File: src/rtl/fetch_unit.sv
// Instruction-fetch stage: PC register, branch resolution via a programmable jump-target LUT,
// and the Start/Done handshake. Define FETCH_CYCLE_COUNT_EN to enable the RUN-cycle counter.
module fetch_unit #(
  parameter int unsigned     PC_W       = 10,
  parameter int unsigned     LUT_DEPTH  = 64,
  parameter logic [PC_W-1:0] START_ADDR = '0
) (
  input  logic            Clk,
  input  logic            Reset_n,
  input  logic            Start,
  input  logic            Jen,
  input  logic [7:0]      Jptr,
  input  logic            Zero,
  input  logic            Done_in,
  input  logic            LutWe,
  input  logic [5:0]      LutAddr,
  input  logic [PC_W-1:0] LutData,
  output logic [PC_W-1:0] Prog_ctr,
  output logic            Running,
  output logic            Done,
  output logic [15:0]     Cycles
);

  localparam int unsigned IDX_W = 6;
  localparam int unsigned CYC_W = 16;

  typedef enum logic [1:0] {
    S_IDLE = 2'd0,
    S_RUN  = 2'd1,
    S_HALT = 2'd2
  } state_t;

  state_t          state_q, state_d;
  logic [PC_W-1:0] pc_q, pc_d;
  logic            running_q, running_d;
  logic            done_q, done_d;

  logic [PC_W-1:0] lut_q [LUT_DEPTH];
  logic [PC_W-1:0] lut_rd_c;
  logic            lut_we_c;
  logic            jptr_unused_c;

  // Upper pointer bits carry no meaning for this LUT depth.
  assign jptr_unused_c = ^Jptr[7:IDX_W];

  assign lut_rd_c = lut_q[Jptr[IDX_W-1:0]];
  assign lut_we_c = LutWe && (state_q != S_RUN);

  // Jump-target table: cleared by reset, writable only outside RUN.
  always_ff @(posedge Clk or negedge Reset_n) begin
    if (!Reset_n) begin
      for (int i = 0; i < int'(LUT_DEPTH); i++) begin
        lut_q[i] <= '0;
      end
    end else if (lut_we_c) begin
      lut_q[LutAddr] <= LutData;
    end
  end

  // Next-state and next-output logic.
  always_comb begin
    state_d = state_q;
    pc_d    = pc_q;
    done_d  = 1'b0;
    case (state_q)
      S_IDLE: begin
        pc_d = START_ADDR;
        if (Start) begin
          state_d = S_RUN;
        end
      end
      S_RUN: begin
        if (Done_in) begin
          state_d = S_HALT;
          done_d  = 1'b1;
        end else if (Jen && Zero) begin
          pc_d = lut_rd_c;
        end else begin
          pc_d = pc_q + PC_W'(1);
        end
      end
      S_HALT: begin
        if (Start) begin
          state_d = S_RUN;
          pc_d    = START_ADDR;
        end else begin
          done_d = 1'b1;
        end
      end
      default: begin
        state_d = S_IDLE;
        pc_d    = START_ADDR;
      end
    endcase
    running_d = (state_d == S_RUN);
  end

  always_ff @(posedge Clk or negedge Reset_n) begin
    if (!Reset_n) begin
      state_q   <= S_IDLE;
      pc_q      <= START_ADDR;
      running_q <= 1'b0;
      done_q    <= 1'b0;
    end else begin
      state_q   <= state_d;
      pc_q      <= pc_d;
      running_q <= running_d;
      done_q    <= done_d;
    end
  end

  assign Prog_ctr = pc_q;
  assign Running  = running_q;
  assign Done     = done_q;

`ifdef FETCH_CYCLE_COUNT_EN
  logic [CYC_W-1:0] cycles_q, cycles_d;

  // Restart on RUN entry, count each RUN edge, saturate at all-ones.
  always_comb begin
    cycles_d = cycles_q;
    if ((state_q != S_RUN) && (state_d == S_RUN)) begin
      cycles_d = '0;
    end else if ((state_q == S_RUN) && (cycles_q != {CYC_W{1'b1}})) begin
      cycles_d = cycles_q + CYC_W'(1);
    end
  end

  always_ff @(posedge Clk or negedge Reset_n) begin
    if (!Reset_n) begin
      cycles_q <= '0;
    end else begin
      cycles_q <= cycles_d;
    end
  end

  assign Cycles = cycles_q;
`else
  assign Cycles = CYC_W'(0);
`endif

endmodule
File: config.mk
export PLATFORM = sky130hd
export DESIGN_NAME = fetch_unit
export DESIGN_NICKNAME = d
export VERILOG_FILES = /design/src/rtl/fetch_unit.sv
export SDC_FILE = /design/constraint.sdc
export NUM_CORES = 1
export LEC_CHECK = 0
export BUFFER_PORTS_ARGS = -buffer_cell sky130_fd_sc_hd__clkbuf_2
export CAP_MARGIN = 5
export CORE_ASPECT_RATIO = 0.9
export CORE_UTILIZATION = 55
export CTS_CLUSTER_DIAMETER = 150
export DETAILED_ROUTE_END_ITERATION = 7
export HOLD_SLACK_MARGIN = 0.02
export PLACE_DENSITY = 0.72
export SLEW_MARGIN = 40
export SYNTH_ARGS = -nofsm -noshare
export SYNTH_HDL_FRONTEND = slang
export SYNTH_SLANG_ARGS = --single-unit
export TNS_END_PERCENT = 100
File: constraint.sdc
create_clock -name Clk -period 7.2 [get_ports Clk]
set_input_delay 1.8 -clock Clk [delete_from_list [all_inputs] [get_ports Clk]]
set_output_delay 1.8 -clock Clk [all_outputs]
set_load 0.05 [all_outputs]
# Word-level counts from Yosys, hierarchy flattened
# Index checks and enable logic that the tools add are counted.
# op_classes
addsub	1
magnitude_cmp	3
n_eq_ne	6
n_mux	16
bitwise	2
reduce_logical	6
# op_table
cell	n
$bwmux W640	1
$bmux W10 S6	1
$demux W10 S6	1
$mux W10	6
$pmux W10 S2	1
$ge A7 B7 Y1 const B	2
$not A6 Y7	2
$add A10 B1 Y10 const B	1
$lt A7 B1 Y1 const B	1
$eq A2 B1 Y1 const B	2
$mux W2	2
$ne A2 B2 Y1 const B	2
$pmux W2 S2	1
$logic_and A1 B1 Y1	3
$eq A2 B2 Y1 const B	1
$logic_not A2 Y1	1
$mux W1	2
$ne A2 B1 Y1 const B	1
$pmux W1 S2	1
$reduce_and A2 Y1	1
$reduce_or A2 Y1	1
# totals
ff_bits	654
in_bits	31
out_inout_bits	28
wordCells	102

# Depth between registers and ports, before layout
# Gate-level depths: netlist of the first run.
# logic_depth
ltp_word	7
depth_mapped	9
depth_no_buf	7

# Worst setup path before layout of the first run
# No wires, ideal clock.
# synth_path
kind	in2reg
startpoint	input port Jptr[1]
endpoint	register pc_q[8], in the netlist Prog_ctr[8]
setup_time_ns	0.145
t_arrival_ns	3.402
required_time_ns	7.055
slack_ns	3.653
cell_stages	8
n_path_buf	3
cell_sequence	buf_2 -> buf_2 -> clkbuf_1 -> mux4_2 -> nand3_1 -> o2111ai_1 -> a222oi_1 -> o311ai_1
# synth_via
elab_chain_len	7
# synth_rtl
element	line_no	source
from (decl)	12	input logic [7:0] Jptr,
$not A6 Y7 (not written as such)	46	assign lut_rd_c = lut_q[Jptr[IDX_W-1:0]];
$bmux W10 S6	46	
$mux W10 (not written as such) (2 in a row)	46	
$mux W10	76	end else if (Jen && Zero) begin
$mux W10	73	if (Done_in) begin
$pmux W10 S2	65	case (state_q)
to (signal assigned)	106	pc_q <= pc_d;
to (decl)	34	logic [PC_W-1:0] pc_q, pc_d;
# No other way between the ends. The select of a mux whose other input is x is not followed.
# A chain may end at the register's enable or synchronous reset.

# Worst setup path in the final report of the first run
# layout_path
startpoint	input port LutAddr[0]
endpoint	register lut_q[318] in the netlist's numbering
# layout_via
elab_chain_len	6
word_cells_on_any_way	7
classes_between	order compare: 2; mux: 3; bitwise: 1; reduce/logical: 1
# layout_rtl
element	line_no	source
from (decl)	16	input logic [5:0] LutAddr,
$not A6 Y7 (not written as such) *	56	lut_q[LutAddr] <= LutData;
$ge A7 B7 Y1 (not written as such) / $lt A7 B1 Y1 (equally long branches)	56	
$logic_and A1 B1 Y1 (not written as such)	56	
$mux W10 (not written as such)	56	
$demux W10 S6 *	56	
$bwmux W640 *	56	
to (signal, indexed assignment)	56	
to (decl)	38	logic [PC_W-1:0] lut_q [LUT_DEPTH];
# Mark *: on every way between the ends. The rest lies on a longest branch, timed or not.

==> run summary, run 1 <==
P_sw -> 2.51 mW
Num CTS Buffers -> 67
Reg clk slew, reported paths -> 0.06 ns
Area Growth Syn to Fin -> 10.1%
Leak -> 15.8 nW
Longest Clk Path Bufs -> 3
CP Capture Type -> flip-flop
TNS Setup -> 0 ns
Max rail drop VDD -> 0.000226 V
Flop pwr share -> 46.7%
Skew-Pair Late Insertion Delay -> 0.61 ns
Die H -> 226 um
Status -> finished clean
IO Count -> 59
Antenna violations before repair -> 3
Worst min path class -> flip-flop to flip-flop
IO buf count -> 40
Die area -> 56500 um2
Clock share of power -> 36.9%
Yosys warnings -> 0
Number of fill cells -> 4044
Final net count -> 2059
Switching share of power -> 25.1%
Clk root buf -> clkbuf_16
Dpl cell area -> 31200 um2
Mapped Cells -> 2025
First drt pass iteration count -> 5
Pins Over Slew Limit -> 0
Design Area, Final -> 33700 um2
CTS hold repair buffers -> 0
Total track usage -> 27.7%
Initial Util -> 55.9%
Post-Syn Area -> 30600 um2
Via/cell ratio -> 6.39
CP required -> 7.68 ns
Unrepaired setup endpoints after global routing -> no
Core area -> 54600 um2
Pin count of the biggest net entering global routing -> 165
# resized after CTS -> 0
Routed Antenna Nets -> 0
Synth unique cells -> 63
Max-cap viol count -> 0
Register area share after synthesis -> 53.6%
Synth top area share -> 53.6%
DR WL/cell -> 27.3 um
# clock sinks -> 654
Via count -> 17.7k
Dominant cells by area after synthesis -> dfrtp_1 54%, mux2_2 24%, mux4_2 11%
Routability Congestion -> 0.953
Synth Flop Type -> dfrtp_1
First-pass GRT wire length -> 116000 um
Combinational power share -> 16.4%
Final min period -> 3.83 ns
Drt drc -> 0
Row Count -> 81
Final WL -> 75600 um
Flops & latches, synth -> 654
Worst-Margin Slew -> 0.918 ns
Critical path launch point type -> primary input
Fraction of registers with async set/reset -> 100%
# Post-CTS Setup Buffers -> 0
PwrDens -> 296 nW/um2
H-tree levels -> 3
Worst slew margin -> 38.4%
Total gr overflow -> 0
TritonCTS clock tree -> built
Post-synth EDFFs -> 0
CP Data Arrival Time -> 4.31 ns
DRT iter0 DRCs -> 1331
P_int -> 7.48 mW
Hold WS -> 0.496 ns
Final setup fails -> 0
Final Cycle Share -> 53.2%
Synth area leader -> dfrtp_1
Maximum clock frequency -> 261 MHz
CP Max Fanout -> 10
DPL Wire Length -> 46600 um
Vias in the first global route -> 18.4k
Max Clock Skew -> 0.0150 ns
Crit path kind -> primary input to flip-flop
Share of layout cells above drive strength 1 -> 48.7%
Syn Area/Cell -> 15.1 um2
Final Hold Fails -> 0
Die span in x -> 250 um
==> flip-flops by register name (all words and copies together) (netlist names) <==
register and cells:
Done 1, Prog_ctr 10, Running 1, lut_q 640, state_q 2
==> synthesized netlist by cell type (5+ instances only) <==
cell type  number
buf_4          31
dfrtp_1       654
o211ai_1        5
nand3_1        27
o21ai_0        17
a21oi_1         8
and3_1          5
nor2_1         27
o22ai_1         5
mux2i_1        60
buf_1          14
nor2b_1        10
nor4_1          9
buf_2          21
nand2_1        80
nand4_1        11
mux4_1          8
nor3_1          8
mux4_2        144
a22oi_1        11
clkbuf_1       88
and2_1          7
nand3b_1        5
inv_1           5
o2111ai_1       8
mux2_2        644
buf_6           7
nor3b_1         6
nor2_2         32
ha_1            5
==> path summary, 6_finish.rpt <==
path | start | end | slack (ns) | depth (start not counted)
worst max-delay path | LutAddr[0] | lut_q[318] | 3.37 | 5
worst min-delay path | lut_q[281] | lut_q[281] | 0.50 | 1
worst max register to register | state_q[1] | lut_q[318] | 3.94 | 6
worst min register to register | lut_q[281] | lut_q[281] | 0.50 | 1
max in group asynchronous | Reset_n | lut_q[293] | 4.54 | 4
min in group asynchronous | Reset_n | lut_q[366] | 1.08 | 1
==> through the flow <==
stage	instances	util [%]	setup slack (ns)	power (mW)
after floorplan	2040	-	3.65	5.84
after global placement	2654	57.1	2.59	6.23
after detailed placement	2654	57.1	2.58	6.35
after CTS	2769	61.4	3.23	10.0
after global routing	2775	61.6	3.38	10.4
final	2775	61.6	3.37	9.98
==> layer usage <==
metal / wire length [um] / global-route usage (%)
met5: 0 / 0
met3: 4330 / 4.79
met4: 1910 / 8.29
met1: 33900 / 40.4
met2: 35500 / 42.8
==> cell usage in the layout (no fill, tap or decap), types with 10 or more instances in the layout <==
| cell type | count |
|---|---|
| dfrtp_1 | 654 |
| nand2_1 | 80 |
| nand3_1 | 27 |
| conb_1 | 16 |
| nand4_1 | 11 |
| o21ai_0 | 17 |
| nor2_1 | 27 |
| nor2b_1 | 10 |
| clkbuf_2 | 35 |
| a22oi_1 | 11 |
| mux4_2 | 144 |
| mux2i_1 | 60 |
| nor2_2 | 32 |
| mux2_2 | 644 |
| clkbuf_8 | 13 |
| buf_4 | 27 |
| clkbuf_16 | 73 |
| clkbuf_1 | 15 |
==> kinds of logic (layout without fill, tap and decap cells) <==
group,after synthesis,count (layout),share of synthesized area (%)
other,1,17,0.0123
xor gates and xnor gates,4,4,0.115
adders and majority gates,5,5,0.205
muxes,856,856,37.0
and+or+nand+nor,248,248,4.20
buffers and inverters,171,200,2.90
AOI/OAI and AO/OA,86,86,2.02
DFF,654,654,53.6
==> critical path: stages <==
cell and delay (ns):
clkbuf_2 0.08, or3b_2 0.53, nor3_2 0.72, nand2_1 0.69, mux2_2 0.47
==> cell type report <==
cell class | count | area [um2] | area share [%]
Timing Repair Buffer | 78 | 679 | 2.02
Clock inverter | 14 | 273 | 0.810
Clock buffer | 101 | 2060 | 6.13
Tap cell | 705 | 882 | 2.62
Antenna cell | 1 | 2.50 | 0.00743
Sequential cell | 654 | 16400 | 48.6
Multi-Input combinational cell | 1215 | 13400 | 39.7
Inverter | 7 | 26.3 | 0.0781
==> power groups by stage <==
stage	logic (mW)	registers [mW]	clock network [mW]
floorplan	1.19	4.65	0
global placement	1.56	4.67	0
detailed placement	1.62	4.72	0
CTS	1.63	4.66	3.75
global route	1.75	4.74	3.88
finish	1.63	4.66	3.68
Power figures use the tool's default switching activity.
==> run 2: changes to the inputs <==
==> constraint.sdc (replaced) <==
create_clock -name Clk -period 3.8 [get_ports Clk]
set_input_delay 0.95 -clock Clk [delete_from_list [all_inputs] [get_ports Clk]]
set_output_delay 0.95 -clock Clk [all_outputs]
set_load 0.05 [all_outputs]
==> run summary, run 2 (synthesis results as in run 1) <==
Final Cycle Share -> 72.0%
Worst R2R Start -> state_q[1] (unchanged)
Die area -> 56500 um2 (unchanged)
Total gr overflow -> 0 (unchanged)
CP Data Arrival Time -> 3.22 ns (was 4.31 ns)
Leak -> 16.2 nW (was 15.8 nW)
Unrepaired setup endpoints after global routing -> no (unchanged)
Area Growth Syn to Fin -> 12.3% (was 10.1%)
Num CTS Buffers -> 67 (unchanged)
Max-cap viol count -> 0 (unchanged)
Row Count -> 81 (unchanged)
Register name with the most flops -> lut_q (unchanged)
# resized after CTS -> 0 (unchanged)
Clock share of power -> 37.0% (was 36.9%)
Crit path kind -> flip-flop to flip-flop (was primary input to flip-flop)
PwrDens -> 556 nW/um2 (was 296 nW/um2)
Initial Util -> 55.9% (unchanged)
Die span in x -> 250 um (unchanged)
CTS hold repair buffers -> 0 (unchanged)
Core area -> 54600 um2 (unchanged)
Final min period -> 2.74 ns
Routability Congestion -> 0.908 (was 0.953)
Skew-Pair Late Insertion Delay -> 0.60 ns (was 0.61 ns)
# clock sinks -> 654 (unchanged)
Total track usage -> 28.9% (was 27.7%)
Vias in the first global route -> 19.2k (was 18.4k)
Via count -> 18.2k (was 17.7k)
Switching share of power -> 25.3% (was 25.1%)
Critical path launch point type -> flip-flop (was primary input)
Clk root buf -> clkbuf_16 (unchanged)
Worst-Margin Slew -> 0.810 ns (was 0.918 ns)
Status -> finished clean (unchanged)
IO Count -> 59 (unchanged)
Share of layout cells above drive strength 1 -> 50.6% (was 48.7%)
Final WL -> 78300 um (was 75600 um)
Number of fill cells -> 3903 (was 4044)
Max reg flops -> 640 (unchanged)
DPL Wire Length -> 51100 um (was 46600 um)
Max rail drop VDD -> 0.000293 V (was 0.000226 V)
P_int -> 14.3 mW (was 7.48 mW)
Die H -> 226 um (unchanged)
Worst slew margin -> 46.0% (was 38.4%)
Critical R2R Capture -> lut_q[113] (was lut_q[318])
First drt pass iteration count -> 5 (unchanged)
DR WL/cell -> 27.5 um (was 27.3 um)
Worst min path class -> primary input to asynchronous set/reset pin (was flip-flop to flip-flop)
Reg2Reg Depth -> 7 (was 6)
Critical Path End -> lut_q[113] (was lut_q[318])
Critical path startpoint -> state_q[1] (was LutAddr[0])
TNS Setup -> 0 ns (unchanged)
Combinational power share -> 16.6% (was 16.4%)
Most frequent cells in the layout -> 654 x dfrtp_1, 644 x mux2_2, 144 x mux4_2 (unchanged)
# Post-CTS Setup Buffers -> 0 (unchanged)
CP required -> 4.28 ns (was 7.68 ns)
CP Max Fanout -> 10 (unchanged)
Final net count -> 2127 (was 2059)
Post-Layout Cell Count -> 2847 (was 2775)
Pin count of the biggest net entering global routing -> 65 (was 165)
Maximum clock frequency -> 365 MHz
P_sw -> 4.82 mW (was 2.51 mW)
Reg clk slew, reported paths -> 0.07 ns (was 0.06 ns)
R2r setup slk -> 1.06 ns (was 3.94 ns)
Final setup fails -> 0 (unchanged)
# placed instances -> 2726 (was 2654)
TritonCTS clock tree -> built (unchanged)
IO buf count -> 40 (unchanged)
Longest Clk Path Bufs -> 3 (unchanged)
Drt drc -> 0 (unchanged)
First-pass GRT wire length -> 121000 um (was 116000 um)
Pins Over Slew Limit -> 0 (unchanged)
Commonest non-fill, non-tap cell in the layout -> dfrtp_1 (unchanged)
Antenna violations before repair -> 3 (unchanged)
Flop pwr share -> 46.4% (was 46.7%)
Final Hold Fails -> 0 (unchanged)
DRT iter0 DRCs -> 1539 (was 1331)
Via/cell ratio -> 6.39 (about the same)
H-tree levels -> 3 (unchanged)
Routed Antenna Nets -> 0 (unchanged)
CP Capture Type -> flip-flop (unchanged)
Max Clock Skew -> 0.0264 ns (was 0.0150 ns)
-- run 2: area by class of cell --
cell class | instances | area (um2) | share of cell area (%)
antenna | 2 | 5.00 | 0.0146
clock buffer | 102 | 2090 | 6.10
clock inverter | 16 | 287 | 0.835
inverter | 7 | 26.3 | 0.0765
multi-input combinational | 1215 | 13400 | 38.9
sequential | 654 | 16400 | 47.7
tap | 705 | 882 | 2.57
timing repair buffer | 146 | 1310 | 3.80
-- run 2: power by group through the flow --
stage | logic [mW] | registers, mW | clock network, mW
floorplan | 2.26 | 8.81 | 0
global placement | 3.04 | 8.85 | 0
detailed placement | 3.16 | 8.96 | 0
CTS | 3.17 | 8.84 | 7.17
global route | 3.39 | 9.01 | 7.45
finish | 3.17 | 8.85 | 7.06
-- run 2: through the flow --
step | hold WS (ns) | setup slack, ns | cell area (um2) | power [mW] | utilization [%]
5_1_grt | 0.291 | 0.975 | 34300 | 19.9 | 62.8
2_1_floorplan | 0.470 | 1.10 | 30600 | 11.1 | -
3_3_place_gp | 0.479 | 0.499 | 31900 | 11.9 | 58.4
4_1_cts | 0.272 | 1.06 | 34300 | 19.2 | 62.8
3_5_place_dp | 0.487 | 0.456 | 31900 | 12.1 | 58.4
6_report | 0.276 | 1.06 | 34300 | 19.1 | 62.8
-- run 2: how the worst min path moves through the flow --
stage                       to  cells after the start
floorplan           lut_q[228]                      1
global placement    lut_q[621]                      1
detailed placement   lut_q[74]                      1
CTS                 lut_q[371]                      1
global route        lut_q[371]                      1
finish              lut_q[371]                      1
-- run 2: per-layer routing --
layer  GRT usage [%]  up-vias  wire [um]
met5               0        -         13
met4            9.90        2       2380
met3            5.56      143       5100
met2            44.5      589      36500
met1            41.4     9813      34300
li1                -     7650          -
-- run 2: critical path: stages (launching register included) --
cell and delay (ns):
dfrtp_1 0.40, inv_1 0.08, ha_1 0.24, or3b_2 0.54, nor3b_1 0.21, buf_4 0.26
nand2_1 0.45, mux2_2 0.45
